**src/rtl/spi_flash_pkg.sv**
```systemverilog
// Shared definitions for the SPI flash responder: command opcodes, FSM states
// and fast-read dummy length.
package spi_flash_pkg;

    localparam logic [7:0] CMD_READ      = 8'h03;
    localparam logic [7:0] CMD_FAST_READ = 8'h0B;
    localparam logic [7:0] CMD_JEDEC_ID  = 8'h9F;

    localparam int DUMMY_CYCLES = 8;

    typedef enum logic [2:0] {
        IDLE,
        CMD,
        ADDR,
        DATA,
        ID,
        IGNORE,
        DUMMY
    } state_t;

endpackage

```
**src/rtl/spi_pin_sync.sv**
```systemverilog
// Two-flop synchronisers for the SPI pins plus a rise/fall detector on the
// synchronised spi_clk. Chip select resets to its inactive (high) level.
module spi_pin_sync (
    input  logic clock,
    input  logic reset_n,
    input  logic i_csb,
    input  logic i_spi_clk,
    input  logic i_mosi,
    output logic o_csb,
    output logic o_mosi,
    output logic o_sclk_rise,
    output logic o_sclk_fall
);

    logic r_csb_meta, r_csb_sync;
    logic r_sclk_meta, r_sclk_sync, r_sclk_prev;
    logic r_mosi_meta, r_mosi_sync;

    // NOTE: sequential state uses non-blocking assignments so every flop
    // samples the pre-edge value of its neighbour, forming a real shift chain.
    always_ff @(posedge clock or negedge reset_n) begin
        if (!reset_n) begin
            r_csb_meta  <= 1'b1;
            r_csb_sync  <= 1'b1;
            r_sclk_meta <= 1'b0;
            r_sclk_sync <= 1'b0;
            r_sclk_prev <= 1'b0;
            r_mosi_meta <= 1'b0;
            r_mosi_sync <= 1'b0;
        end else begin
            r_csb_meta  <= i_csb;
            r_csb_sync  <= r_csb_meta;
            r_sclk_meta <= i_spi_clk;
            r_sclk_sync <= r_sclk_meta;
            r_sclk_prev <= r_sclk_sync;
            r_mosi_meta <= i_mosi;
            r_mosi_sync <= r_mosi_meta;
        end
    end

    assign o_csb       = r_csb_sync;
    assign o_mosi      = r_mosi_sync;
    assign o_sclk_rise =  r_sclk_sync & ~r_sclk_prev;
    assign o_sclk_fall = ~r_sclk_sync &  r_sclk_prev;

endmodule

```
**src/rtl/spi_flash_responder.sv**
```systemverilog
// Mode-0 SPI flash target serving READ (0x03) and JEDEC ID (0x9F) from a
// byte-wide synchronous memory; SPI_RESP_FAST_READ_EN adds FAST READ (0x0B).
module spi_flash_responder
    import spi_flash_pkg::*;
#(
    parameter int          ADDR_W   = 24,
    parameter logic [23:0] JEDEC_ID = 24'hEF4016
) (
    input  logic              clock,
    input  logic              reset_n,
    input  logic              csb,
    input  logic              spi_clk,
    input  logic              mosi,
    output logic              miso,
    output logic              miso_oe,
    output logic              mem_req,
    output logic [ADDR_W-1:0] mem_addr,
    input  logic [7:0]        mem_rdata,
    output logic              busy
);

    logic w_csb, w_mosi, w_rise, w_fall;

    spi_pin_sync u_pin_sync (
        .clock       (clock),
        .reset_n     (reset_n),
        .i_csb       (csb),
        .i_spi_clk   (spi_clk),
        .i_mosi      (mosi),
        .o_csb       (w_csb),
        .o_mosi      (w_mosi),
        .o_sclk_rise (w_rise),
        .o_sclk_fall (w_fall)
    );

    state_t            r_state, w_state_nxt;
    logic [4:0]        r_bit_cnt, w_bit_cnt_nxt;
    logic [23:0]       r_shift, w_shift_nxt;
    logic [7:0]        r_tx, w_tx_nxt;
    logic [7:0]        r_prefetch, w_prefetch_nxt;
    logic              r_miso, w_miso_nxt;
    logic              r_miso_oe, w_miso_oe_nxt;
    logic              r_mem_req, w_mem_req_nxt;
    logic [ADDR_W-1:0] r_mem_addr, w_mem_addr_nxt;
    logic              r_busy, w_busy_nxt;
    logic              r_first, w_first_nxt;
    logic              r_rd_valid, w_rd_valid_nxt;
    logic [23:0]       w_shift_in;
    logic [7:0]        w_tx_cur, w_pf_cur;

`ifdef SPI_RESP_FAST_READ_EN
    localparam logic [4:0] DUMMY_LAST = 5'(DUMMY_CYCLES - 1);
    logic r_fast, w_fast_nxt;
`endif

    always_ff @(posedge clock or negedge reset_n) begin
        if (!reset_n) begin
            r_state    <= IDLE;
            r_bit_cnt  <= '0;
            r_shift    <= '0;
            r_tx       <= '0;
            r_prefetch <= '0;
            r_miso     <= 1'b0;
            r_miso_oe  <= 1'b0;
            r_mem_req  <= 1'b0;
            r_mem_addr <= '0;
            r_busy     <= 1'b0;
            r_first    <= 1'b0;
            r_rd_valid <= 1'b0;
`ifdef SPI_RESP_FAST_READ_EN
            r_fast     <= 1'b0;
`endif
        end else begin
            r_state    <= w_state_nxt;
            r_bit_cnt  <= w_bit_cnt_nxt;
            r_shift    <= w_shift_nxt;
            r_tx       <= w_tx_nxt;
            r_prefetch <= w_prefetch_nxt;
            r_miso     <= w_miso_nxt;
            r_miso_oe  <= w_miso_oe_nxt;
            r_mem_req  <= w_mem_req_nxt;
            r_mem_addr <= w_mem_addr_nxt;
            r_busy     <= w_busy_nxt;
            r_first    <= w_first_nxt;
            r_rd_valid <= w_rd_valid_nxt;
`ifdef SPI_RESP_FAST_READ_EN
            r_fast     <= w_fast_nxt;
`endif
        end
    end

    always_comb begin
        // NOTE: every signal written here is given a default first, so no path
        // leaves it unassigned and no latch is inferred.
        w_state_nxt    = r_state;
        w_bit_cnt_nxt  = r_bit_cnt;
        w_shift_nxt    = r_shift;
        w_miso_nxt     = r_miso;
        w_miso_oe_nxt  = r_miso_oe;
        w_mem_req_nxt  = 1'b0;
        w_mem_addr_nxt = r_mem_addr;
        w_busy_nxt     = r_busy;
        w_first_nxt    = r_first;
        w_rd_valid_nxt = r_mem_req;
        w_shift_in     = {r_shift[22:0], w_mosi};
        w_tx_cur       = r_tx;
        w_pf_cur       = r_prefetch;
`ifdef SPI_RESP_FAST_READ_EN
        w_fast_nxt     = r_fast;
`endif

        // Memory returns land in tx for the first byte, in the prefetch buffer
        // afterwards; the bypass covers a falling edge in the return cycle.
        if (r_rd_valid) begin
            if (r_first) begin
                w_tx_cur    = mem_rdata;
                w_first_nxt = 1'b0;
            end else begin
                w_pf_cur = mem_rdata;
            end
        end
        w_tx_nxt       = w_tx_cur;
        w_prefetch_nxt = w_pf_cur;

        if (w_csb) begin
            w_state_nxt    = IDLE;
            w_bit_cnt_nxt  = '0;
            w_miso_nxt     = 1'b0;
            w_miso_oe_nxt  = 1'b0;
            w_busy_nxt     = 1'b0;
            w_first_nxt    = 1'b0;
            w_rd_valid_nxt = 1'b0;
        end else begin
            unique case (r_state)
                IDLE: begin
                    w_state_nxt   = CMD;
                    w_bit_cnt_nxt = '0;
                end
                CMD: if (w_rise) begin
                    w_shift_nxt = w_shift_in;
                    if (r_bit_cnt == 5'd7) begin
                        w_bit_cnt_nxt = '0;
                        w_busy_nxt    = 1'b1;
                        case (w_shift_in[7:0])
                            CMD_READ:     w_state_nxt = ADDR;
                            CMD_JEDEC_ID: begin
                                w_state_nxt = ID;
                                w_shift_nxt = JEDEC_ID;
                            end
`ifdef SPI_RESP_FAST_READ_EN
                            CMD_FAST_READ: begin
                                w_state_nxt = ADDR;
                                w_fast_nxt  = 1'b1;
                            end
`endif
                            default:      w_state_nxt = IGNORE;
                        endcase
`ifdef SPI_RESP_FAST_READ_EN
                        if (w_shift_in[7:0] != CMD_FAST_READ) w_fast_nxt = 1'b0;
`endif
                    end else begin
                        w_bit_cnt_nxt = r_bit_cnt + 5'd1;
                    end
                end
                ADDR: if (w_rise) begin
                    w_shift_nxt = w_shift_in;
                    if (r_bit_cnt == 5'd23) begin
                        w_bit_cnt_nxt  = '0;
                        w_mem_addr_nxt = w_shift_in[ADDR_W-1:0];
                        w_mem_req_nxt  = 1'b1;
                        w_first_nxt    = 1'b1;
`ifdef SPI_RESP_FAST_READ_EN
                        w_state_nxt    = r_fast ? DUMMY : DATA;
`else
                        w_state_nxt    = DATA;
`endif
                    end else begin
                        w_bit_cnt_nxt = r_bit_cnt + 5'd1;
                    end
                end
`ifdef SPI_RESP_FAST_READ_EN
                DUMMY: if (w_rise) begin
                    if (r_bit_cnt == DUMMY_LAST) begin
                        w_bit_cnt_nxt = '0;
                        w_state_nxt   = DATA;
                    end else begin
                        w_bit_cnt_nxt = r_bit_cnt + 5'd1;
                    end
                end
`endif
                DATA: if (w_fall) begin
                    w_miso_nxt    = w_tx_cur[7];
                    w_miso_oe_nxt = 1'b1;
                    if (r_bit_cnt == 5'd0) begin
                        w_mem_addr_nxt = r_mem_addr + ADDR_W'(1);
                        w_mem_req_nxt  = 1'b1;
                    end
                    if (r_bit_cnt == 5'd7) begin
                        w_tx_nxt      = w_pf_cur;
                        w_bit_cnt_nxt = '0;
                    end else begin
                        w_tx_nxt      = {w_tx_cur[6:0], 1'b0};
                        w_bit_cnt_nxt = r_bit_cnt + 5'd1;
                    end
                end
                ID: if (w_fall) begin
                    w_miso_nxt    = r_shift[23];
                    w_shift_nxt   = {r_shift[22:0], 1'b0};
                    w_miso_oe_nxt = 1'b1;
                end
                IGNORE: w_miso_oe_nxt = 1'b0;
                default: w_state_nxt = IDLE;
            endcase
        end
    end

    assign miso     = r_miso;
    assign miso_oe  = r_miso_oe;
    assign mem_req  = r_mem_req;
    assign mem_addr = r_mem_addr;
    assign busy     = r_busy;

endmodule

```
**config.mk**
```make
export PLATFORM = sky130hd
export DESIGN_NAME = spi_flash_responder
export DESIGN_NICKNAME = d
export VERILOG_FILES = /design/src/rtl/spi_flash_pkg.sv /design/src/rtl/spi_pin_sync.sv /design/src/rtl/spi_flash_responder.sv
export SDC_FILE = /design/constraint.sdc
export NUM_CORES = 1
export LEC_CHECK = 0
export ABC_AREA = 1
export CORE_ASPECT_RATIO = 1.2
export CORE_UTILIZATION = 35
export CTS_BUF_LIST = sky130_fd_sc_hd__clkbuf_8 sky130_fd_sc_hd__clkbuf_16
export CTS_CLUSTER_SIZE = 28
export DETAILED_ROUTE_END_ITERATION = 10
export PLACE_DENSITY = 0.52
export SYNTH_ARGS = -nofsm -noshare
export SYNTH_HDL_FRONTEND = slang
export SYNTH_HIERARCHICAL = 1
export SYNTH_SLANG_ARGS = --single-unit
export TNS_END_PERCENT = 30
```
**constraint.sdc**
```tcl
create_clock -name clock -period 2.3 [get_ports clock]
set_input_delay 0.345 -clock clock [delete_from_list [all_inputs] [get_ports clock]]
set_output_delay 0.345 -clock clock [all_outputs]
set_load 0.02 [all_outputs]
```
### After elaboration in Yosys (flattened, before gate mapping)

Index checks and enable logic that the tools add are counted.

| storage, ports and cells | value |
|---|---|
| flip-flop bits (word level) | 85 |
| input port bits | 13 |
| output and inout port bits | 28 |
| word-level logic and storage cells | 124 |

| cells by class | value |
|---|---|
| add/sub/neg operators | 2 |
| equal/unequal tests | 23 |
| muxes and demuxes | 56 |
| bitwise operators | 5 |
| reductions and logical operators | 19 |

Operators with widths:

| operator | number |
|---|---|
| $mux 24 | 9 |
| $pmux 24 s3 | 1 |
| $mux 8 | 8 |
| $pmux 24 s2 | 1 |
| $mux 5 | 6 |
| $add 24x1->24 const B | 1 |
| $mux 1 | 20 |
| $pmux 5 s4 | 1 |
| $mux 3 | 5 |
| $ne 3x1->1 const B | 5 |
| $pmux 3 s4 | 1 |
| $ne 2x1->1 const B | 5 |
| $reduce_and 5->1 | 2 |
| $reduce_bool 3->1 | 3 |
| $eq 8x2->1 const B | 1 |
| $eq 8x8->1 const B | 1 |
| $reduce_bool 2->1 | 4 |
| $eq 3x2->1 const B | 2 |
| $eq 3x3->1 const B | 2 |
| $ne 3x2->1 const B | 2 |
| $pmux 1 s2 | 3 |
| $pmux 3 s2 | 1 |
| $reduce_and 3->1 | 2 |
| $reduce_and 6->1 | 1 |
| 14 further kinds | 18 |

### Logic depth before layout (Yosys ltp)

| logic depth | value |
|---|---|
| depth after elaboration | 6 |
| mapped depth | 12 |
| gate-level depth less buffers | 12 |

### Modules after synthesis

The synthesis kept the hierarchy.

Modules (own cells, without submodules):

| module | times used | cells each | area an instance (um^2) | sequential area each (um^2) |
|---|---|---|---|---|
| spi_flash_responder | 1 | 662 | 4694.5 | 1951.9 |
| spi_pin_sync | 1 | 11 | 192.7 | 177.7 |

### Worst setup path before layout

No wires, ideal clock.

| timing path | value |
|---|---|
| path type | flip-flop to flip-flop |
| start point | register r_mem_addr[0], in the netlist mem_addr[0] |
| end point | register r_mem_addr[10], in the netlist mem_addr[10] |
| setup time | 65 ps |
| arrival | 1641 ps |
| required time | 2235 ps |
| path slack | 593 ps |
| stages on the path, launching flop included | 9 |
| buffers on the path | 0 |
| period minus slack after synthesis | 1707 ps |
| cell sequence | dfrtp_1 -> ha_1 -> nand3_1 -> nor2_1 -> nand2_1 -> or2_2 -> nand3_1 -> nand2_1 -> nand2_1 |

| on the way | value |
|---|---|
| word-level cells in the longest chain between the ends | 4 |

Ends and longest elaborated chain:

| element | line | text |
|---|---|---|
| start, declared | spi_flash_responder.sv:44 | `logic [ADDR_W-1:0] r_mem_addr, w_mem_addr_nxt;` |
| start signal, assigned | spi_flash_responder.sv:82 | `r_mem_addr <= w_mem_addr_nxt;` |
| $add 24x1->24 | spi_flash_responder.sv:195 | `w_mem_addr_nxt = r_mem_addr + ADDR_W'(1);` |
| $mux 24 | spi_flash_responder.sv:194 | `if (r_bit_cnt == 5'd0) begin` |
| $mux 24 | spi_flash_responder.sv:191 | `DATA: if (w_fall) begin` |
| $pmux 24 s2 | spi_flash_responder.sv:134 | `unique case (r_state)` |

Every way passes these cells. The select of a mux whose other input is x is not followed.
A chain may end at the register's enable or synchronous reset.

### Worst setup path after layout

| timing path | value |
|---|---|
| start point | register u_pin_sync.r_csb_sync, in the netlist u_pin_sync/o_csb |
| end point | register r_mem_addr[4], in the netlist mem_addr[4] |

| on the way | value |
|---|---|
| word-level cells in the longest chain between the ends | 2 |

Ends and longest elaborated chain:

| element | line | text |
|---|---|---|
| start, declared | spi_pin_sync.sv:15 | `logic r_csb_meta, r_csb_sync;` |
| start signal, assigned | spi_pin_sync.sv:32 | `r_csb_sync <= r_csb_meta;` |
| $not 1->1 (no source line) | n/a |  |
| $reduce_and 6->1 (no source line) | n/a |  |

Every way passes these cells.

==> results.yml <==
setup_path:
  r2r_slack_ps: 310
  critPathArrivalTime_ps: 2230
  critPathLaunchType: "flop"
  r2r_end: "mem_addr[4]"
  worstSetupPathType: "flop to flop"
  worstReg2RegStart: "u_pin_sync/o_csb"
  path_max_fanout: 34
  worst-r2r-cell-count: 9
  cp_data_required_time_ps: 2530
  crit_path_end_kind: "flop"
pwr:
  power.total_uw: 5270
  leakagePower_uw: 0.00265
  ir_drop_mv: 0.409
  cellPowerDensity_mw_per_mm2: 917
layout:
  drive_gt1_share_pct: 10.6
  final_cells: 885
  area_growth_pct: 17.4
  fillers: 1411
  diodes: 0
  layout.nets: 728
die:
  fp.dieH_um: 131
  core_sq_mm: 0.0134
  die_w_um: 110
  rows: 46
  initial_core_util_pct: 36.4
  io_pins: 41
  die_area_sq_mm: 0.0144
run:
  cap_violations: 0
placement:
  portBuffers: 40
  dp_hpwl_um: 9150
  dp_slack_ps: 292
  gp_congestion: 0.831
  dp_cells: 868
timing:
  hold_viol: 0
  max_slew.worst_pin.slew_ps: 597
  finalClockSkew_ps: 8.55
  drv_slew: 0
  setup-tns-final_ps: 0
  rsz0062_at_grt: "no"
  holdWs_ps: 355
  setup_violations: 0
  finalCriticalPeriod_ps: 1990
  setup_slack_ps: 305
  timing.slew.headroom_pct: 60.1
  fmax_ghz: 0.501
  post-route-period-util_pct: 86.7
global_routing:
  grt_pass1_vias: 4134
  grt_max_degree: 46
  grt_usage_pct: 19.3
  overflow: 0
  grt_pass1_wl_um: 21100
  antenna_found_initial: 0
yosys:
  synth-seq-area-share_pct: 43.6
  yosysTopAreaCellShare_pct: 42.5
  synth_area_leaders: "dfrtp_1, nand2_1, nor2_1"
  syn_area_sq_mm: 0.00489
  avgSynthCellArea_sq_um: 7.26
  synthFlopType: "dfrtp_1"
  syn_inst: 673
  synth-seq-cells: 85
  synth_cell_types: 37
  synth_top_area_cell: "dfrtp_1"
  synthArstFlopShare_pct: 100
  synth_nets: 689
  yosys_warnings: 6
  synth_edf_count: 0
drt:
  routed_via_density: 4.80
  drt_wl_total_um: 12500
  drt_iter0_markers: 320
  drtPass1Iterations: 4
  wl_per_cell_um: 14.2
  drc: 0
  antenna_left: 0
  num_vias: 4247
clock_tree:
  ctsResizeCount: 0
  clk_pin_slew_ps: 70
  clk_latency_ps: 350
  cts_tree: "yes"
  cts_made_buffers: 9
  clockBufferDepth: 2
  htree_num_levels: 3
  cts_root_buffer: "clkbuf_16"
  cts.sinks: 85
hold_path:
  hold_start: "u_pin_sync/r_mosi_meta"
  min_path_type: "flop to flop"
  holdPathStages: 0
  min_to: "u_pin_sync/o_mosi"
outcome:
  status: "completed"
## layer usage
| layer | share of wire [%] | GRT usage (%) | up-vias |
|---|---|---|---|
| li1 | - | - | 2200 |
| met1 | 44 | 24.4 | 1958 |
| met2 | 49 | 31.0 | 68 |
| met3 | 3.1 | 2.73 | 21 |
| met4 | 3.3 | 10.6 | 0 |
| met5 | 0 | 0 | - |
## cells in the final DEF, fill, tap and decap left out, types with 5 or more instances in the layout
master	instances
nand3b_1	5
buf_4	6
clkbuf_16	9
nor2_1	86
a21oi_1	5
o21ai_2	7
nand2_4	5
clkdlybuf4s50_1	39
inv_1	65
nand4_1	8
nand2_1	231
nand2_2	9
nand3_2	8
dfrtp_1	83
nand3_1	54
or2_2	5
a31oi_1	8
o21ai_0	42
inv_2	7
## logic make-up after synthesis
kind of cell | synth area share [%]
buffers and inverters | 8.99
flip-flops | 43.6
adder cells (fa/ha/maj) | 0.768
XOR/XNOR | 0.538
AO/OA/AOI/OAI | 8.01
AND/OR/NAND/NOR | 38.1
## stage by stage
stage               instance area [sq um]  utilization, %
CTS                                  5740            42.8
global route                         5740            42.8
global placement                     5410            40.4
floorplan                            4890               -
finish                               5740            42.8
detailed placement                   5410            40.4
## how the worst max path moves through the flow
stage                      from      endpoint  slack, ps  depth (start not counted)
3_5_place_dp   u_pin_sync/o_csb   mem_addr[4]        290                          9
3_3_place_gp   u_pin_sync/o_csb   mem_addr[1]        380                          9
2_1_floorplan       mem_addr[0]  mem_addr[10]        590                          8
6_report       u_pin_sync/o_csb   mem_addr[4]        310                          9
4_1_cts        u_pin_sync/o_csb   mem_addr[4]        280                          9
5_1_grt        u_pin_sync/o_csb   mem_addr[4]        120                          9
## cells in the mapped netlist, types with 2 or more instances
| cell | number |
|---|---|
| buf_6 | 5 |
| nand2_1 | 231 |
| a31oi_1 | 8 |
| dfstp_2 | 2 |
| o21ai_2 | 7 |
| nor2_4 | 3 |
| nand2_2 | 9 |
| nor2_1 | 87 |
| nand3_1 | 54 |
| nand3_2 | 8 |
| clkbuf_1 | 4 |
| buf_4 | 3 |
| inv_2 | 7 |
| o21ai_1 | 3 |
| buf_2 | 6 |
| nand4_1 | 8 |
| ha_1 | 3 |
| xnor2_1 | 2 |
| a21oi_1 | 5 |
| o21ai_0 | 42 |
| nand3b_1 | 5 |
| dfrtp_1 | 83 |
| inv_1 | 65 |
| or2_2 | 5 |
| inv_4 | 2 |
| nand2_4 | 5 |
## timing repair
item	in CTS	in global routing
hold buffers	1	0
endpoints found under the hold margin	13	0
setup buffers	0	0
## layout make-up
class / instances / area, sq um / share of cell area (%)
inverters: 76 / 295 / 5.14
clock inverters: 5 / 65.1 / 1.13
clock buffers: 11 / 253 / 4.40
flip-flops and latches: 85 / 2130 / 37.1
multi-input cells: 493 / 2320 / 40.4
well taps: 168 / 210 / 3.66
repair buffers: 47 / 465 / 8.11
## power by group
part,total (uW),internal [uW],switching (uW)
clock,1560,913,643
combinational,1580,581,1000
sequential,2130,1810,318
total,5270,3300,1960
## state kept, by name, indices dropped and copies added (netlist names)
register                flops
r_rd_valid                  1
r_state                     3
u_pin_sync/r_sclk_sync      1
miso_oe                     1
u_pin_sync/o_csb            1
u_pin_sync/o_mosi           1
busy                        1
mem_req                     1
r_first                     1
miso                        1
r_bit_cnt                   5
r_prefetch                  8
u_pin_sync/r_sclk_prev      1
mem_addr                   24
u_pin_sync/r_sclk_meta      1
u_pin_sync/r_mosi_meta      1
u_pin_sync/r_csb_meta       1
r_shift                    24
r_tx                        8
## critical path: stages (launching register included)
cell and delay, ps:
dfstp_2 640, inv_2 150, nand2_1 140, nor2_1 50, o21ai_0 150, nor2_4 80
nand2_4 320, inv_4 170, nand2_1 90, o21ai_0 80
No activity file was read; power rests on OpenSTA's default activity.
==> edit: new RTL, config.mk and constraints unchanged <==
Build with the macro `SPI_RESP_FAST_READ_EN` defined.
--- a/src/rtl/spi_flash_responder.sv
+++ b/src/rtl/spi_flash_responder.sv
@@ -1,5 +1,7 @@
 // Mode-0 SPI flash target serving READ (0x03) and JEDEC ID (0x9F) from a
 // byte-wide synchronous memory; SPI_RESP_FAST_READ_EN adds FAST READ (0x0B).
+`define SPI_RESP_FAST_READ_EN
+
 module spi_flash_responder
     import spi_flash_pkg::*;
 #(
Function: same outputs for any inputs over 4 cycles, from zero or initial values and one cycle with reset_n low; that may be too few to reach the edited logic, so the function may still have changed.
==> edit against the unedited design <==
Total power decreased by 22%. Combinational power decreased by 43%. Sequential cell count grew 1. Final area decreased by 1.9%. Count of clock-buffer cells in the layout decreased by 1. Worst hold slack lost 340 ps. First-iteration DRC count is 37% lower. Area after synthesis is 2.4% lower. Worst setup slack improved by 68 ps. Clock skew rose by 0.61 ps. Sequential power shrank 15%. Routed wire length up 1.8%. Synthesized cell count grew 2.5%. Critical path type unchanged. Largest cell class unchanged. Largest power group unchanged.
==> edit: results (changes against the unedited design) <==
status: finished, final reports clean (unchanged)
DPL Wire Length: 9.18 mm (was 9.15 mm)
CP Max Fanout: 41 (was 34)
wire per inst: 14.2 µm (about the same)
Layout Area Growth over Synthesis: 18.0% (was 17.4%)
CP arrival: 2160 ps (was 2230 ps)
vias in the first global route: 4297 (was 4134)
drt initial violations: 201 (was 320)
crit start category: flop (unchanged)
placed insts: 887 (was 868)
layout cells sized above 1: 5.72% (was 10.6%)
port bufs: 40 (unchanged)
buffer count from post-CTS setup fixing: 0 (unchanged)
Slowest cell on crit path: dfrtp_1 (was dfstp_2)
CTS Root Cell: clkbuf_16 (unchanged)
Hold Crit Class: in2async (was reg2reg)
Switching Power: 0.00138 W (was 0.00196 W)
R2R cell count: 6 (was 9)
number of gates resized after cts: 0 (unchanged)
Lkg Pwr: 2.61 nW (was 2.65 nW)
CTS buffer count: 9 (unchanged)
Max clock buf depth: 2 (unchanged)
Max stage delay on crit path: 460 ps (was 640 ps)
Fillers: 1400 (was 1411)
Mapped Nets: 706 (was 689)
Commonest cells post-synth: 259 x nand2_1, 84 x dfrtp_1, 84 x nor2_1 (was 231 x nand2_1, 87 x nor2_1, 83 x dfrtp_1)
Total GRT Usage: 19.7% (was 19.3%)
first-pass GRT wire length: 21.2 mm (was 21.1 mm)
synth warn: 6 (unchanged)
VDD IR max: 0.425 mV (was 0.409 mV)
slew margin rel.: 62.4% (was 60.1%)
RR Endpoint: mem_addr[1] (was mem_addr[4])
largest net degree at the start of global routing: 87 (was 46)
Yosys cell types: 32 (was 37)
share of the yosys chip area belonging to registers: 45.2% (was 43.6%)
layout net count: 746 (was 728)
Reg2Reg Launch Point: r_state[1] (was u_pin_sync/o_csb)
Top Family by Delay on Critical Path: buffers and inverters (was simple AND/OR/NAND/NOR gates)
Post-Synthesis Cells: 690 (was 673)
via count: 4410 (was 4247)
detailed-router iteration count before antenna repair: 4 (unchanged)
asr flop ratio synth: 100% (unchanged)
clk_skew: 9.16 ps (was 8.55 ps)
global placement routability congestion: 0.942 (was 0.831)
top post-synthesis cells by area: dfrtp_1 44%, nand2_1 20%, nor2_1 6.6% (was dfrtp_1 42%, nand2_1 18%, nor2_1 6.7%)
H-tree levels: 3 (unchanged)
vias per inst: 4.89 (was 4.80)
R2R Setup Slk: 370 ps (was 310 ps)
## edit: cell types whose count changed after synthesis, moves of 6 or more
cell     unedited run  this run
nand2_1           231       259
o21ai_1             3        16
nand2_2             9         2
o21ai_2             7         0
nand3_1            54        60
nand3_2             8         2
## edit: layer usage
layer  global-route usage [%]  wire length (µm)  share of wire (%)
met5                        0                 0                  0
met4                     9.46               362                2.8
met3                     3.10               411                3.2
met2                     34.3              6240                 49
met1                     23.6              5750                 45
## edit: cell families after synthesis
family / count (synthesis) / share of synthesized area, %
AND/OR/NAND/NOR: 429 / 37.3
buffers and inverters: 93 / 7.84
flip-flops: 86 / 45.2
AO/OA/AOI/OAI: 76 / 8.37
adder cells (fa/ha/maj): 3 / 0.787
XOR/XNOR: 2 / 0.367
multiplexers: 1 / 0.210
## edit: cell type report
cell class,count,area (µm²),share of cell area (%)
Clock buffer,10,239,4.25
Inverter,74,278,4.93
Timing Repair Buffer,48,470,8.36
Sequential cell,86,2150,38.3
Clock inverter,5,36.3,0.645
Multi-Input combinational cell,511,2240,39.8
Tap cell,168,210,3.73
## edit: power by group through the flow
stage          clock network (W)  registers, W  logic, W
6_report                 0.00138       0.00182  0.000900
5_1_grt                  0.00147       0.00184   0.00102
4_1_cts                  0.00142       0.00182  0.000904
3_5_place_dp                   0       0.00184  0.000899
3_3_place_gp                   0       0.00184  0.000888
2_1_floorplan                  0       0.00183  0.000577
## edit: stage by stage
step / cell area (µm²) / worst slack, ps / hold slack [ps] / utilization, % / total power, W
6_report: 5630 / 373 / 16.2 / 42.5 / 0.00410
5_1_grt: 5630 / 158 / 52.5 / 42.5 / 0.00433
4_1_cts: 5630 / 373 / 49.8 / 42.5 / 0.00414
3_5_place_dp: 5350 / 380 / 336 / 40.4 / 0.00274
3_3_place_gp: 5350 / 424 / 337 / 40.4 / 0.00273
2_1_floorplan: 4770 / 741 / 49.4 / - / 0.00241
## edit: how the worst max path moves through the flow
stage	cells after the start	slack (ps)	endpoint
floorplan	8	740	mem_addr[14]
finish	6	370	mem_addr[1]
global route	7	160	mem_addr[4]
CTS	8	370	r_shift[3]
global placement	6	420	mem_addr[1]
detailed placement	8	380	r_shift[8]
